File: src/rtl/adler32_stream_if.sv
// Adler-32 stream engine handshake bundle.
// Input beat channel plus checksum result channel.
interface adler32_stream_if #(
  parameter int LANES = 4
) ();
  localparam int NB_W = $clog2(LANES + 1);

  logic                 in_valid;
  logic                 in_ready;
  logic [8*LANES-1:0]   in_data;
  logic [NB_W-1:0]      in_nbytes;
  logic                 in_last;
  logic                 out_valid;
  logic                 out_ready;
  logic [31:0]          out_checksum;

  modport master (
    output in_valid,
    output in_data,
    output in_nbytes,
    output in_last,
    output out_ready,
    input  in_ready,
    input  out_valid,
    input  out_checksum
  );

  modport slave (
    input  in_valid,
    input  in_data,
    input  in_nbytes,
    input  in_last,
    input  out_ready,
    output in_ready,
    output out_valid,
    output out_checksum
  );
endinterface

File: src/rtl/adler32_stream.sv
// Streaming Adler-32 engine, LANES bytes per beat.
// One-cycle reduction; holds a single pending checksum.
module adler32_stream #(
  parameter int LANES = 4
) (
  input logic           clk,
  input logic           rst,
  adler32_stream_if.slave s
);
  localparam int NB_W = $clog2(LANES + 1);
  localparam logic [16:0] MOD = 17'd65521;

  typedef enum logic {
    ACCUM = 1'b0,
    DONE  = 1'b1
  } state_e;

  state_e      state_q, state_d;
  logic [15:0] a_q, a_d;
  logic [15:0] b_q, b_d;
  logic [31:0] chk_q, chk_d;

  logic        acc;
  int          kk;
  logic [25:0] dsum;
  logic [25:0] wsum;
  logic [25:0] a_sum;
  logic [25:0] b_sum;
  logic [15:0] a_new;
  logic [15:0] b_new;

  // 2^16 = 15 mod 65521, so fold the high part
  // once and finish with one conditional subtract.
  function automatic logic [15:0] mod_red(
    input logic [25:0] x
  );
    logic [16:0] t;
    t = 17'(x[15:0]) + 17'(x[25:16]) * 17'd15;
    if (t >= MOD) begin
      t = t - MOD;
    end
    return t[15:0];
  endfunction

  assign acc            = s.in_valid & s.in_ready;
  assign s.in_ready     = (state_q == ACCUM);
  assign s.out_valid    = (state_q == DONE);
  assign s.out_checksum = chk_q;

  // Per-beat A/B update at full width, then reduce.
  always_comb begin
    kk = int'(s.in_nbytes);
    if (kk > LANES) begin
      kk = LANES;
    end
    dsum = '0;
    wsum = '0;
    for (int i = 0; i < LANES; i++) begin
      if (i < kk) begin
        dsum = dsum + 26'(s.in_data[8*i +: 8]);
        wsum = wsum + 26'(kk - i)
                    * 26'(s.in_data[8*i +: 8]);
      end
    end
    a_sum = 26'(a_q) + dsum;
    b_sum = 26'(b_q) + 26'(kk) * 26'(a_q) + wsum;
    a_new = mod_red(a_sum);
    b_new = mod_red(b_sum);
  end

  // Next state: accumulate, publish on last beat,
  // release on the output handshake.
  always_comb begin
    state_d = state_q;
    a_d     = a_q;
    b_d     = b_q;
    chk_d   = chk_q;
    unique case (state_q)
      ACCUM: begin
        if (acc) begin
          if (s.in_last) begin
            a_d     = 16'd1;
            b_d     = 16'd0;
            chk_d   = {b_new, a_new};
            state_d = DONE;
          end else begin
            a_d = a_new;
            b_d = b_new;
          end
        end
      end
      DONE: begin
        if (s.out_ready) begin
          state_d = ACCUM;
        end
      end
      default: begin
        state_d = ACCUM;
      end
    endcase
  end

  // State registers with synchronous reset.
  always_ff @(posedge clk) begin
    if (rst) begin
      state_q <= ACCUM;
      a_q     <= 16'd1;
      b_q     <= 16'd0;
      chk_q   <= 32'd0;
    end else begin
      state_q <= state_d;
      a_q     <= a_d;
      b_q     <= b_d;
      chk_q   <= chk_d;
    end
  end
endmodule

File: src/flat_wrapper.sv
// flat-port wrapper written by rule: the top's interface ports become plain ports
module adler32_stream_flat 
#(
  parameter int LANES = 4
)
  (clk, rst, s_in_valid, s_in_data, s_in_nbytes, s_in_last, s_out_ready, s_in_ready, s_out_valid, s_out_checksum);
  adler32_stream_if #(.LANES(LANES)) s_i ();
  input logic clk;
  input logic rst;
  input wire logic [$bits(s_i.in_valid)-1:0] s_in_valid;
  input wire logic [$bits(s_i.in_data)-1:0] s_in_data;
  input wire logic [$bits(s_i.in_nbytes)-1:0] s_in_nbytes;
  input wire logic [$bits(s_i.in_last)-1:0] s_in_last;
  input wire logic [$bits(s_i.out_ready)-1:0] s_out_ready;
  output wire logic [$bits(s_i.in_ready)-1:0] s_in_ready;
  output wire logic [$bits(s_i.out_valid)-1:0] s_out_valid;
  output wire logic [$bits(s_i.out_checksum)-1:0] s_out_checksum;
  assign s_i.in_valid = s_in_valid;
  assign s_i.in_data = s_in_data;
  assign s_i.in_nbytes = s_in_nbytes;
  assign s_i.in_last = s_in_last;
  assign s_i.out_ready = s_out_ready;
  assign s_in_ready = s_i.in_ready;
  assign s_out_valid = s_i.out_valid;
  assign s_out_checksum = s_i.out_checksum;
  adler32_stream #(.LANES(LANES)) u_core (.clk(clk), .rst(rst), .s(s_i));
endmodule
File: config.mk
export PLATFORM = sky130hd
export DESIGN_NAME = adler32_stream_flat
export DESIGN_NICKNAME = d
export VERILOG_FILES = /design/src/rtl/adler32_stream_if.sv /design/src/rtl/adler32_stream.sv /design/src/flat_wrapper.sv
export SDC_FILE = /design/constraint.sdc
export NUM_CORES = 1
export LEC_CHECK = 0
export CORE_UTILIZATION = 30
export CTS_BUF_LIST = sky130_fd_sc_hd__clkbuf_4 sky130_fd_sc_hd__clkbuf_8
export DETAILED_ROUTE_END_ITERATION = 6
export PLACE_DENSITY_LB_ADDON = 0.12
export SYNTH_ARGS = -nofsm -noshare
export SYNTH_HDL_FRONTEND = slang
export SYNTH_SLANG_ARGS = --single-unit
File: constraint.sdc
create_clock -name clk -period 26 [get_ports clk]
set_clock_uncertainty 0.05 [all_clocks]
set_input_delay 5.2 -clock clk [delete_from_list [all_inputs] [get_ports clk]]
set_output_delay 5.2 -clock clk [all_outputs]
set_load 0.02 [all_outputs]
==> impl.org <==
** Floorplanning
- Initial Util :: 0.305
- Area of the placeable core :: 0.0704 mm²
- DIE AREA :: 0.0726 mm²
- # IOs :: 74
- Die X-Extent :: 269 µm
- DIE HEIGHT :: 269 µm
- The initialized floorplan defines 97 standard-cell rows.

** Synth
- The most used flip-flop cell after synthesis is sky130_fd_sc_hd__dfxtp_1.
- The share of the Yosys chip area taken by registers is 0.0606.
- Post-Syn Area :: 0.0215 mm²
- Number of nets in the synthesized netlist :: 3181
- Async S/R FF share, synth :: 0
- In this run, distinct cell masters in the synthesized netlist total 89.
- After technology mapping, the gate count stands at 2586.
- During synthesis, Yosys emitted a total of 0 warnings.
- EDFF count, synth :: 0
- #FFs+latches synth :: 65
- Avg Synthesized Cell Area :: 8.30 µm²

** Detailed routing
- Pre-Repair DR Iteration Count :: 5
- After detailed routing, the number of remaining DRC violations is 0.
- For this block, the via count after detailed routing is 18600.
- Post-detailed-route via-to-cell ratio :: 4.90
- In this run, the number of DRC markers left after iteration 0 of detailed routing was 993.
- Detail-routed net length per standard cell :: 18.2 µm
- The detail route stage leaves a number of antenna-violating nets equal to 0.
- Wirelength, routed :: 69.3 mm

** Global routing
- The via count of the first global-routing pass is 19900.
- GRT Residual Overflow :: 0
- Maximum number of pins on one net before global-route repair :: 61
- Across every metal layer, demand over resource in global routing totals 0.192.
- The initial antenna violation count was 0.
- The first global-routing pass estimated 111 mm of wire.

** Final layout
- Final Util :: 0.369
- Of the cells placed in the final design, the portion with a size suffix greater than 1 is 0.155.
- After the last flow step, the layout net total stands at 3458.
- Fill count :: 7348
- Growth of design area from synthesis to finish :: 20.9%
- 0 antenna diodes ended up in the layout.

** Place
- Final weighted congestion in routability-driven placement :: 0.904
- Port Buffer Count :: 73
- Detailed placement ended at an HPWL of 59.4 mm.

** Critical path
- The worst register-to-register path begins at u_core.a_q[0]$_SDFFE_PP1P_.
- The cell that appears most often on the critical path is sky130_fd_sc_hd__fa_1.
- STA puts the critical path data arrival time at 25.39 ns.
- Crit path max-delay cell type :: sky130_fd_sc_hd__fa_1
- The worst setup path is captured at a flop.
- The worst register-to-register path ends at u_core.s.out_checksum[18]$_SDFFE_PP0P_.
- Worst Setup Path Type :: input port to flop
- For the worst flop-to-flop path, the logic depth is 32.
- CP startpoint kind :: input port
- For this run, the slowest stage of the critical path takes 0.56 ns.
- Required arrival time at the worst endpoint :: 26.20 ns
- In this run the worst path has a maximum fanout of 4.
- Setup slack on the worst reg-to-reg path comes out at 16.29 ns.

** Clock network
- The number of hold buffers added after CTS was 0.
- After clock tree synthesis, the clock-pin slew on the worst setup and hold paths is 0.08 ns.
- TritonCTS clock tree :: yes
- The cell sitting at the root of the clock tree is a sky130_fd_sc_hd__clkbuf_8.
- Clock buffer depth :: 2
- H-tree Lvls :: 3
- For the worst-skew pair, the clock arrives at the later sink with an insertion delay of 0.35 ns.
- Num CTS Buffers :: 9
- The tree built by TritonCTS fans out to 65 sinks.

** Outcome
- Run status :: finished, final reports clean

** STA
- Max-slew violation total from the final report :: 0
- Slew Limit Headroom :: 0.250
- Worst-Margin Slew :: 1.12 ns
- The worst path in the final design needs a cycle of 25.19 ns, including I/O delays and setup.
- In the finished design, the share of the clock period the worst path needs comes to 0.969.
- Number of failing hold endpoints at the final stage :: 0
- Final setup fails :: 0
- Highest clock rate :: 39.7 MHz

** Hold path
- Hold path cells :: 2
- For hold timing, the worst endpoint is u_core.s.out_checksum[5]$_SDFFE_PP0P_.
- The worst hold path belongs to the class flop to flop.
- Hold wc startpoint :: u_core.s.out_checksum[5]$_SDFFE_PP0P_

** Run
- Max-cap violations in this run came to 0.
## cells in the mapped netlist, drive strengths merged (14+ instances only)
cell | n | area [µm²]
nand4 | 17 | 106
nand2 | 203 | 762
inv | 530 | 1990
a211o | 21 | 184
a211oi | 17 | 133
nor2b | 55 | 344
xnor2 | 84 | 736
nor2 | 133 | 499
and3 | 27 | 169
o21a | 20 | 150
buf | 16 | 76.3
and2 | 51 | 319
dfxtp | 65 | 1300
o21ai | 115 | 579
o211ai | 23 | 173
nand3 | 49 | 250
fa | 337 | 6750
clkbuf | 60 | 226
mux2 | 14 | 158
nand2b | 27 | 169
a21o | 43 | 323
ha | 218 | 2730
o21bai | 19 | 143
or2 | 14 | 87.6
nor3 | 36 | 180
xor2 | 48 | 420
a21oi | 138 | 691
## how the worst max path moves through the flow
stage,startpoint,end,cells after the start
floorplan,s_in_nbytes[2],u_core.s.out_checksum[18]$_SDFFE_PP0P_,81
global placement,s_in_nbytes[1],u_core.b_q[1]$_SDFFE_PP0P_,84
detailed placement,s_in_nbytes[1],u_core.s.out_checksum[18]$_SDFFE_PP0P_,83
CTS,s_in_nbytes[1],u_core.b_q[3]$_SDFFE_PP0P_,88
global route,s_in_nbytes[0],u_core.b_q[3]$_SDFFE_PP0P_,87
finish,s_in_nbytes[0],u_core.s.out_checksum[18]$_SDFFE_PP0P_,84
## routing by layer
metal	wire (µm)	global-route usage	vias to the layer above
met5	0	0	-
li1	-	-	9011
met4	1010	0.0293	0
met1	32400	0.260	9297
met3	1490	0.00980	51
met2	34300	0.341	283
## cell families (layout without fill, tap and decap cells)
kind of cell    count (synthesis)  in the layout  synth area share
mux                            27             27            0.0134
flops                          65             65            0.0606
buf+inv                       606            886             0.107
simple gates                  664            664             0.152
xor+xnor                      134            134            0.0560
compound gates                532            532             0.168
fa+ha+maj                     558            558             0.443
## flip-flops by register name, summed over array words and instances, names as in the netlist
signal	cells
u_core.s.out_checksum	32
u_core.a_q	16
u_core.b_q	16
u_core.s.out_valid	1
## cells in the final DEF (no fill, tap or decap), types with 43 or more instances in the layout
cell type and count:
sky130_fd_sc_hd__and2_1 49, sky130_fd_sc_hd__nor2_1 127, sky130_fd_sc_hd__xnor2_1 77, sky130_fd_sc_hd__xor2_1 43, sky130_fd_sc_hd__nand3_1 48, sky130_fd_sc_hd__a21oi_1 122
sky130_fd_sc_hd__inv_1 526, sky130_fd_sc_hd__fa_1 333, sky130_fd_sc_hd__clkdlybuf4s50_1 71, sky130_fd_sc_hd__buf_4 268, sky130_fd_sc_hd__o21ai_0 92, sky130_fd_sc_hd__dfxtp_1 65
sky130_fd_sc_hd__nand2_1 202, sky130_fd_sc_hd__nor2b_1 50, sky130_fd_sc_hd__ha_1 199
## cell type report
cell class                      instances  area (µm²)  area share
Multi-Input combinational cell       1915       18600       0.715
Timing Repair Buffer                  342        2740       0.106
Inverter                              530        1990      0.0767
Sequential cell                        65        1300      0.0502
Tap cell                              940        1180      0.0453
Clock buffer                           10         138     0.00530
Clock inverter                          4        45.0     0.00174
## worst max-delay path: cells and delay by family
family                   cells  cell delay [ns]
AO/OA/AOI/OAI               20             3.85
adder cells (fa/ha/maj)     24            10.17
buffers and inverters       18             2.06
XOR/XNOR                     3             0.84
AND/OR/NAND/NOR             19             3.23
## metrics by stage
stage	instance area (µm²)	setup TNS (ns)	setup slack, ns	hold WS [ns]	std cells
final	25900	0	0.806	0.421	3806
after global routing	25900	-0.472	-0.0799	0.448	3806
after CTS	25200	0	0.0445	0.420	3788
after detailed placement	25000	-31.31	-1.09	0.398	3774
after global placement	25000	-30.95	-1.09	0.395	3774
after floorplan	21500	0	0.0479	0.375	2586
## timing repair
item | CTS | global route
gates resized for setup | 15 | 123
hold endpoints to repair | 0 | 0
setup buffers | 0 | 18
pin swaps | 0 | 70
endpoints found under the setup margin | 32 | 32
Power is left out: the tool's default activity adds up to more than one toggle a clock period on the data nets, which glitch-free logic cannot reach.
